[src/rtl/bram_rd_arbiter.sv]
// bram_rd_arbiter
//   Shares the single read port of one BRAM bank among NB_REQ requesters.
//   At most one request is granted per cycle. Each grant is tracked through
//   the RAM read latency so that the returned data reaches the right requester.
//   By default the grant rotates round-robin. When BRAM_ARB_FIXED_PRIO_EN is
//   defined, the lowest index always wins and the rotating pointer is tied to 0.
//   Reset is asynchronous and active-low (aresetn).
module bram_rd_arbiter #(
  parameter int NB_REQ     = 4,
  parameter int ADDR_WIDTH = 8,
  parameter int DATA_WIDTH = 32,
  parameter int RD_LATENCY = 1
) (
  input  logic                         aclk,
  input  logic                         aresetn,
  input  logic [NB_REQ-1:0]            req_valid,
  output logic [NB_REQ-1:0]            req_ready,
  input  logic [ADDR_WIDTH*NB_REQ-1:0] req_addr,
  output logic [NB_REQ-1:0]            rsp_valid,
  output logic [DATA_WIDTH-1:0]        rsp_data,
  output logic                         ram_rden,
  output logic [ADDR_WIDTH-1:0]        ram_rdaddr,
  input  logic [DATA_WIDTH-1:0]        ram_rddata
);

  localparam int PTR_W = (NB_REQ > 1) ? $clog2(NB_REQ) : 1;

  logic [PTR_W-1:0]      rr_ptr;
  logic [PTR_W-1:0]      grant_idx;
  logic                  grant_found;
  logic                  grant_ok;
  logic [PTR_W:0]        cand;
  logic [NB_REQ-1:0]     grant_vec;
  logic [ADDR_WIDTH-1:0] addr_arr [NB_REQ];
  logic [NB_REQ-1:0]     pipe     [RD_LATENCY];

  // Unpack the flat address bus so that the granted slice can be selected by index.
  always_comb begin
    for (int i = 0; i < NB_REQ; i++) begin
      addr_arr[i] = req_addr[ADDR_WIDTH*i +: ADDR_WIDTH];
    end
  end

  // Find the first valid request at or after rr_ptr, wrapping NB_REQ-1 -> 0.
  always_comb begin
    // NOTE: every variable gets a default before any branch. A path that
    // leaves a variable unassigned would make synthesis infer a latch.
    grant_found = 1'b0;
    grant_idx   = '0;
    cand        = '0;
    for (int k = 0; k < NB_REQ; k++) begin
      cand = {1'b0, rr_ptr} + (PTR_W+1)'(k);
      if (cand >= (PTR_W+1)'(NB_REQ)) begin
        cand = cand - (PTR_W+1)'(NB_REQ);
      end
      if (!grant_found && req_valid[cand[PTR_W-1:0]]) begin
        grant_found = 1'b1;
        grant_idx   = cand[PTR_W-1:0];
      end
    end
  end

  // While reset is held, the bank port and the grant stay quiet.
  assign grant_ok = grant_found & aresetn;

  // Turn the grant into a one-hot ready vector and drive the bank port.
  always_comb begin
    grant_vec  = '0;
    ram_rdaddr = '0;
    if (grant_ok) begin
      grant_vec[grant_idx] = 1'b1;
      ram_rdaddr           = addr_arr[grant_idx];
    end
  end

  assign req_ready = grant_vec;
  assign ram_rden  = grant_ok;

`ifdef BRAM_ARB_FIXED_PRIO_EN
  // Fixed priority: the search always starts at requester 0.
  always_comb begin
    rr_ptr = '0;
  end
`else
  logic [PTR_W-1:0] next_ptr;

  // The pointer moves to the slot after the winner and wraps at NB_REQ-1.
  always_comb begin
    next_ptr = '0;
    if (grant_idx != PTR_W'(NB_REQ-1)) begin
      next_ptr = grant_idx + PTR_W'(1);
    end
  end

  // The round-robin pointer advances only on cycles that carry a grant.
  always_ff @(posedge aclk or negedge aresetn) begin
    // NOTE: sequential state uses non-blocking assignments, so every flop
    // samples its inputs as they were before the clock edge.
    if (!aresetn) begin
      rr_ptr <= '0;
    end else if (grant_ok) begin
      rr_ptr <= next_ptr;
    end
  end
`endif

  // The latency pipe carries each one-hot grant alongside the RAM read.
  always_ff @(posedge aclk or negedge aresetn) begin
    if (!aresetn) begin
      // NOTE: this small register array is reset explicitly. In-flight reads
      // must disappear on reset; a real RAM array would be left unreset.
      for (int i = 0; i < RD_LATENCY; i++) begin
        pipe[i] <= '0;
      end
    end else begin
      pipe[0] <= grant_vec;
      for (int i = 1; i < RD_LATENCY; i++) begin
        pipe[i] <= pipe[i-1];
      end
    end
  end

  assign rsp_valid = pipe[RD_LATENCY-1];
  assign rsp_data  = ram_rddata;

endmodule
[config.mk]
export PLATFORM = sky130hd
export DESIGN_NAME = bram_rd_arbiter
export DESIGN_NICKNAME = d
export VERILOG_FILES = /design/src/rtl/bram_rd_arbiter.sv
export SDC_FILE = /design/constraint.sdc
export NUM_CORES = 1
export LEC_CHECK = 0
export CAP_MARGIN = 20
export CORE_MARGIN = 3
export CORE_UTILIZATION = 26
export CTS_BUF_LIST = sky130_fd_sc_hd__clkbuf_8
export CTS_CLUSTER_DIAMETER = 100
export DETAILED_ROUTE_END_ITERATION = 8
export PLACE_DENSITY = 0.9
export SYNTH_ARGS = -nofsm -noshare
export SYNTH_HDL_FRONTEND = slang
export SYNTH_SLANG_ARGS = --single-unit
[constraint.sdc]
create_clock -name aclk -period 4 [get_ports aclk]
set_clock_uncertainty 0.2 [all_clocks]
set_input_delay 1 -clock aclk [delete_from_list [all_inputs] [get_ports aclk]]
set_output_delay 1 -clock aclk [all_outputs]
set_load 0.02 [all_outputs]
# After elaboration in Yosys (flattened, before gate mapping)
# Cells that the tools add are included.
[classes] n_addsub=8 order_cmp=11 n_eq_ne=1 n_mux=28 n_bitwise=2 reduce_logical=7
[op_table] op="2-to-1 mux 8 bit" n=3
[op_table] op="2-to-1 mux 2 bit" n=9
[op_table] op="binary-select mux 8 bit (select 2 bit)" n=1
[op_table] op="less-than comparator 2 x 3 -> 1 bit, second input constant" n=5
[op_table] op=">= comparator 3 bit, second input constant" n=4
[op_table] op="2-to-1 mux 1 bit" n=9
[op_table] op="binary-select mux 1 bit (select 2 bit)" n=4
[op_table] op="subtractor 2 x 1 -> 2 bit, second input constant" n=4
[op_table] op="adder 2 x 2 -> 3 bit, second input constant" n=2
[op_table] op="logical AND 1 bit" n=4
[op_table] op="2-to-1 mux 4 bit" n=1
[op_table] op="adder 2 x 1 -> 3 bit, second input constant" n=1
[op_table] op=">= comparator 2 x 3 -> 1 bit, second input constant" n=1
[op_table] op="zero test 1 bit" n=3
[op_table] op="inverter 2 -> 3 bit" n=1
[op_table] op="adder 2 x 1 -> 2 bit, second input constant" n=1
[op_table] op="demux 1 bit (select 2 bit)" n=1
[op_table] op=">= comparator 2 x 1 -> 1 bit, second input constant" n=1
[op_table] op="inequality test 2 bit, second input constant" n=1
[op_table] op="bitwise AND 1 bit" n=1
[word_totals] regBits=6 in_bits=70 word_cells=59

# Logic depth before layout (Yosys ltp)
[logic_depth] ltp_word=19 mapped_depth=8 ltp_nobuf=6

# Worst setup path before layout
# OpenSTA, ideal clock, no wires.
[synth_path] path_kind="input-to-output" from="input port req_valid[3]" to="output port ram_rdaddr[0]" t_arrival_ns=2.215 path_slack_ns=0.585 stages=7 path_buffers=2 path_cell_list="nor2b_1 -> o21a_1 -> a311oi_2 -> buf_6 -> buf_12 -> mux2i_1 -> o22ai_1"
[synth_via] elab_chain_len=17 word_cells_on_any_way=28
[synth_lines] item="from (decl)" line="16" rtl="input logic [NB_REQ-1:0] req_valid,"
[synth_lines] item="binary-select mux 1 bit (select 2 bit)" line="56" rtl="if (!grant_found && req_valid[cand[PTR_W-1:0]]) begin"
[synth_lines] item="2-to-1 mux 1 bit (not written as such)" line="56"
[synth_lines] item="2-to-1 mux 1 bit" line="56"
[synth_lines] item="zero test 1 bit" line="56"
[synth_lines] item="logical AND 1 bit" line="56"
[synth_lines] item="2-to-1 mux 1 bit" line="56"
[synth_lines] item="zero test 1 bit" line="56"
[synth_lines] item="logical AND 1 bit" line="56"
[synth_lines] item="2-to-1 mux 1 bit" line="56"
[synth_lines] item="zero test 1 bit" line="56"
[synth_lines] item="logical AND 1 bit" line="56"
[synth_lines] item="2-to-1 mux 2 bit" line="56"
[synth_lines] item="inverter 2 -> 3 bit (not written as such)" line="72" rtl="ram_rdaddr = addr_arr[grant_idx];"
[synth_lines] item="binary-select mux 8 bit (select 2 bit)" line="72"
[synth_lines] item="2-to-1 mux 8 bit (not written as such) (2 in series)" line="72"
[synth_lines] item="2-to-1 mux 8 bit (*)" line="70" rtl="if (grant_ok) begin"
[synth_lines] item="to (decl)" line="22" rtl="output logic [ADDR_WIDTH-1:0] ram_rdaddr,"
# Mark *: on every way between the ends. The rest lies on a longest branch, timed or not. The select of a mux whose other input is x is not followed.

# Worst setup path in the final report
[layout_path] from="input port req_valid[0]" to="output port ram_rdaddr[4]"
# Same word-level chain as after synthesis.

==> run_results.csv <==
group,metric,value,unit
status,status,"complete, no violations",
logic_synthesis,yosys.area.top_type_share,0.287,
route,drt.antenna.violating_nets,0,
timing,final_critical_path_setup_slack,113,ps
logic_synthesis,postSynthAreaPerCell,9.11,µm²
clock_tree,numCtsBuffers,3,
clock_tree,worstSkewPairLatency,220,ps
worst_setup_path,start_kind,"primary input",
worst_setup_path,slowest_delay,440,ps
route,post_drt_via_cell_ratio,4.56,
route,route.final.wire_length,2510,µm
power_and_ir_drop,peakVddDrop,0.122,mV
route,wl_per_cell,14.7,µm
power_and_ir_drop,power.density,424,mW/mm²
clock_tree,clk_path_buf_depth,2,
flow_run,max_cap_violations,0,
final_layout,syn_to_final_growth,53.7,%
timing,unrepaired_setup_endpoints_after_global_routing,"no",
logic_synthesis,synth_area_leaders,"sky130_fd_sc_hd__buf_4 29%, sky130_fd_sc_hd__mux2i_1 19%, sky130_fd_sc_hd__dfrtp_1 18%, sky130_fd_sc_hd__ha_1 6.0%, sky130_fd_sc_hd__o22ai_1 6.0%",
place,dp_worst_setup_slack,-453,ps
floorplan,chipWidth,62.8,µm
floorplan,floorplan.initialDensity,0.289,
timing,maxClockFrequency,257,MHz
logic_synthesis,synth-edff-count,0,
logic_synthesis,synth_async_sr_flop_share,1.00,
logic_synthesis,yosys-top-cells-count,"32 x sky130_fd_sc_hd__buf_4, 16 x sky130_fd_sc_hd__mux2i_1, 8 x sky130_fd_sc_hd__o22ai_1, 6 x sky130_fd_sc_hd__dfrtp_1",
worst_setup_path,cp_data_arrival_time,2690,ps
timing,tcrit_tclk_final,0.972,
clock_tree,clock-sinks,6,
place,hpwlAfterDp,2030,µm
global_route,grt_antenna_before_repair,0,
power_and_ir_drop,power.total,0.546,mW
floorplan,rows,19,
route,drt_first_iter_violations,24,
final_layout,drive_above_1_share,0.271,
floorplan,die_footprint,0.00394,mm²
logic_synthesis,yosys.cell_count.top_type,"sky130_fd_sc_hd__buf_4",
timing,tightest_slew,258,ps
timing,max_slew_violations,0,
route,drt_pre_antenna_iters,4,
final_layout,final-instance-count-excl-fill,171,
global_route,pin_count_of_the_biggest_net_entering_global_routing,9,
logic_synthesis,synth.net_count,166,
floorplan,die_height,62.8,µm
timing,setup_viol,0,
logic_synthesis,ys_types,22,
timing,setup-tns-final,0,ps
hold_path,timing.hold.worst.class,"reg -> reg",
logic_synthesis,yosys_warnings,0,
worst_setup_path,setup.worst_path.class,"in -> out",
final_layout,nets,205,
final_layout,final_util,0.444,
global_route,overflow,0,
worst_setup_path,crit_fanout,6,
worst_setup_path,critPathCaptureType,"primary output",
floorplan,core_area,0.00290,mm²
final_layout,area_taken_by_flip_flops_and_latches,150,µm²
worst_setup_path,r2r-start,"rr_ptr[1]$_DFFE_PN0P_",
logic_synthesis,synth.largest_area_cell,"sky130_fd_sc_hd__buf_4",
timing,post-route-min-period,3890,ps
global_route,groute.usage.overall,0.132,
power_and_ir_drop,p_leak,0.622,nW
worst_setup_path,path_common_cell,"sky130_fd_sc_hd__buf_4",
place,routabilityCongestion,0.708,
place,port_buffers,54,
clock_tree,h-tree-depth,1,
place,place.detailed.instances,165,
final_layout,antenna_cells_inserted,0,
logic_synthesis,ys_dominant_reg_cell,"sky130_fd_sc_hd__dfrtp_1",
logic_synthesis,yosysSeqAreaShare,0.179,
global_route,grt_pass1_wl,4210,µm
worst_setup_path,start_point_of_the_critical_path,"req_valid[0]",
floorplan,io-pin-count,119,
logic_synthesis,ys_ff_latch,6,
hold_path,min-delay-start,"rr_ptr[0]$_DFFE_PN0P_",
final_layout,multiInputGateArea,417,µm²
timing,timing_hold_violations_final,0,
final_layout,nFillCells,292,
worst_setup_path,crit_chain,"clkdlybuf4s50_1, o21a_1, a311oi_4, buf_4, buf_8, mux2i_2, o22ai_1, buf_4",
clock_tree,path_clk_slew,30,ps
logic_synthesis,synth_cells,92,
worst_setup_path,crit_required,2800,ps
clock_tree,cts_root_buffer,"sky130_fd_sc_hd__clkbuf_8",
clock_tree,tritoncts_clock_tree,"built",
global_route,grt_pass1_vias,899,
worst_setup_path,crit_slowest_cell,"sky130_fd_sc_hd__clkdlybuf4s50_1",
timing,slew_headroom,0.828,
logic_synthesis,mappedNetlistArea,838,µm²
route,post-route-drc-count,0,
route,num_vias,780,
[power breakdown]
group | switching (mW) | internal (mW)
Combinational | 0.172 | 0.192
Clock | 0.0253 | 0.0646
Sequential | 0.0166 | 0.0761
[sequential cells by signal, summed over array words and instances, names as in the netlist]
register   cells
rsp_valid      4
rr_ptr         2
[per-layer routing]
| layer | up-vias | GRT usage | wire length (µm) |
|---|---|---|---|
| met3 | 16 | 0.0522 | 219 |
| met2 | 38 | 0.226 | 1320 |
| li1 | 361 | - | - |
| met1 | 365 | 0.136 | 907 |
| met4 | 0 | 0.0771 | 63 |
| met5 | - | 0 | 0 |
[logic make-up after synthesis]
| group | Yosys count | share of synthesized area |
|---|---|---|
| adders and majority gates | 4 | 0.0597 |
| DFF | 6 | 0.179 |
| AOI/OAI and AO/OA | 16 | 0.145 |
| muxes | 17 | 0.204 |
| buffers and inverters | 38 | 0.342 |
| and+or+nand+nor | 11 | 0.0702 |
[worst paths after layout]
check                                         to  slack (ps)  cells after the start
max reg2reg                rr_ptr[1]$_DFFE_PN0P_        1760                      7
min                        rr_ptr[0]$_DFFE_PN0P_         410                      2
min reg2reg                rr_ptr[0]$_DFFE_PN0P_         410                      2
max in group asynchronous  rr_ptr[0]$_DFFE_PN0P_        2550                      2
min in group asynchronous  rr_ptr[1]$_DFFE_PN0P_         930                      2
max                                ram_rdaddr[4]         110                      8
[layout make-up]
cell class,instances,area share
repair buffers,69,0.479
multi-input cells,48,0.323
flip-flops and latches,6,0.117
well taps,42,0.0408
clock buffers,3,0.0320
inverters,3,0.00874
[cell usage in the layout (no fill, tap or decap)]
master | Yosys | layout
sky130_fd_sc_hd__a21oi_1 | 2 | 2
sky130_fd_sc_hd__mux2i_2 | 0 | 1
sky130_fd_sc_hd__a221oi_2 | 1 | 1
sky130_fd_sc_hd__buf_8 | 0 | 1
sky130_fd_sc_hd__and2_1 | 4 | 4
sky130_fd_sc_hd__clkbuf_8 | 0 | 3
sky130_fd_sc_hd__dlygate4sd2_1 | 0 | 1
sky130_fd_sc_hd__nor2_1 | 3 | 3
sky130_fd_sc_hd__nor2b_1 | 1 | 1
sky130_fd_sc_hd__inv_1 | 3 | 3
sky130_fd_sc_hd__clkdlybuf4s50_1 | 0 | 39
sky130_fd_sc_hd__ha_1 | 4 | 4
sky130_fd_sc_hd__buf_2 | 0 | 10
sky130_fd_sc_hd__buf_6 | 1 | 2
sky130_fd_sc_hd__dfrtp_1 | 6 | 6
sky130_fd_sc_hd__o21ai_0 | 1 | 1
sky130_fd_sc_hd__nand2_1 | 2 | 2
sky130_fd_sc_hd__a21o_1 | 1 | 1
sky130_fd_sc_hd__buf_4 | 32 | 14
sky130_fd_sc_hd__dlymetal6s2s_1 | 0 | 2
sky130_fd_sc_hd__o41a_1 | 1 | 1
sky130_fd_sc_hd__mux2_2 | 1 | 1
sky130_fd_sc_hd__mux2i_1 | 16 | 15
sky130_fd_sc_hd__nand2b_2 | 1 | 1
sky130_fd_sc_hd__a311oi_4 | 0 | 1
sky130_fd_sc_hd__o22ai_1 | 8 | 8
sky130_fd_sc_hd__o21a_1 | 1 | 1
[critical path: cells and delay by family]
kind                   cells  cell delay, ps
buffers and inverters      4             910
muxes                      1             220
AOI/OAI and AO/OA          3             540
[stage by stage]
step	hold WS, ps	instance area [µm²]
after floorplan	340	838
after global placement	366	1260
after detailed placement	408	1260
after CTS	417	1260
after global routing	450	1290
final	410	1290
[repair_timing]
item / CTS / global route
hold buffers: 0 / 0
endpoints found under the setup margin: 12 / 13
endpoints found under the hold margin: 0 / 0
gates cloned: 1 / 0
setup buffers: 1 / 1
pin swaps: 2 / 3
resized for setup: 53 / 6
(Power assumes the default switching activity.)
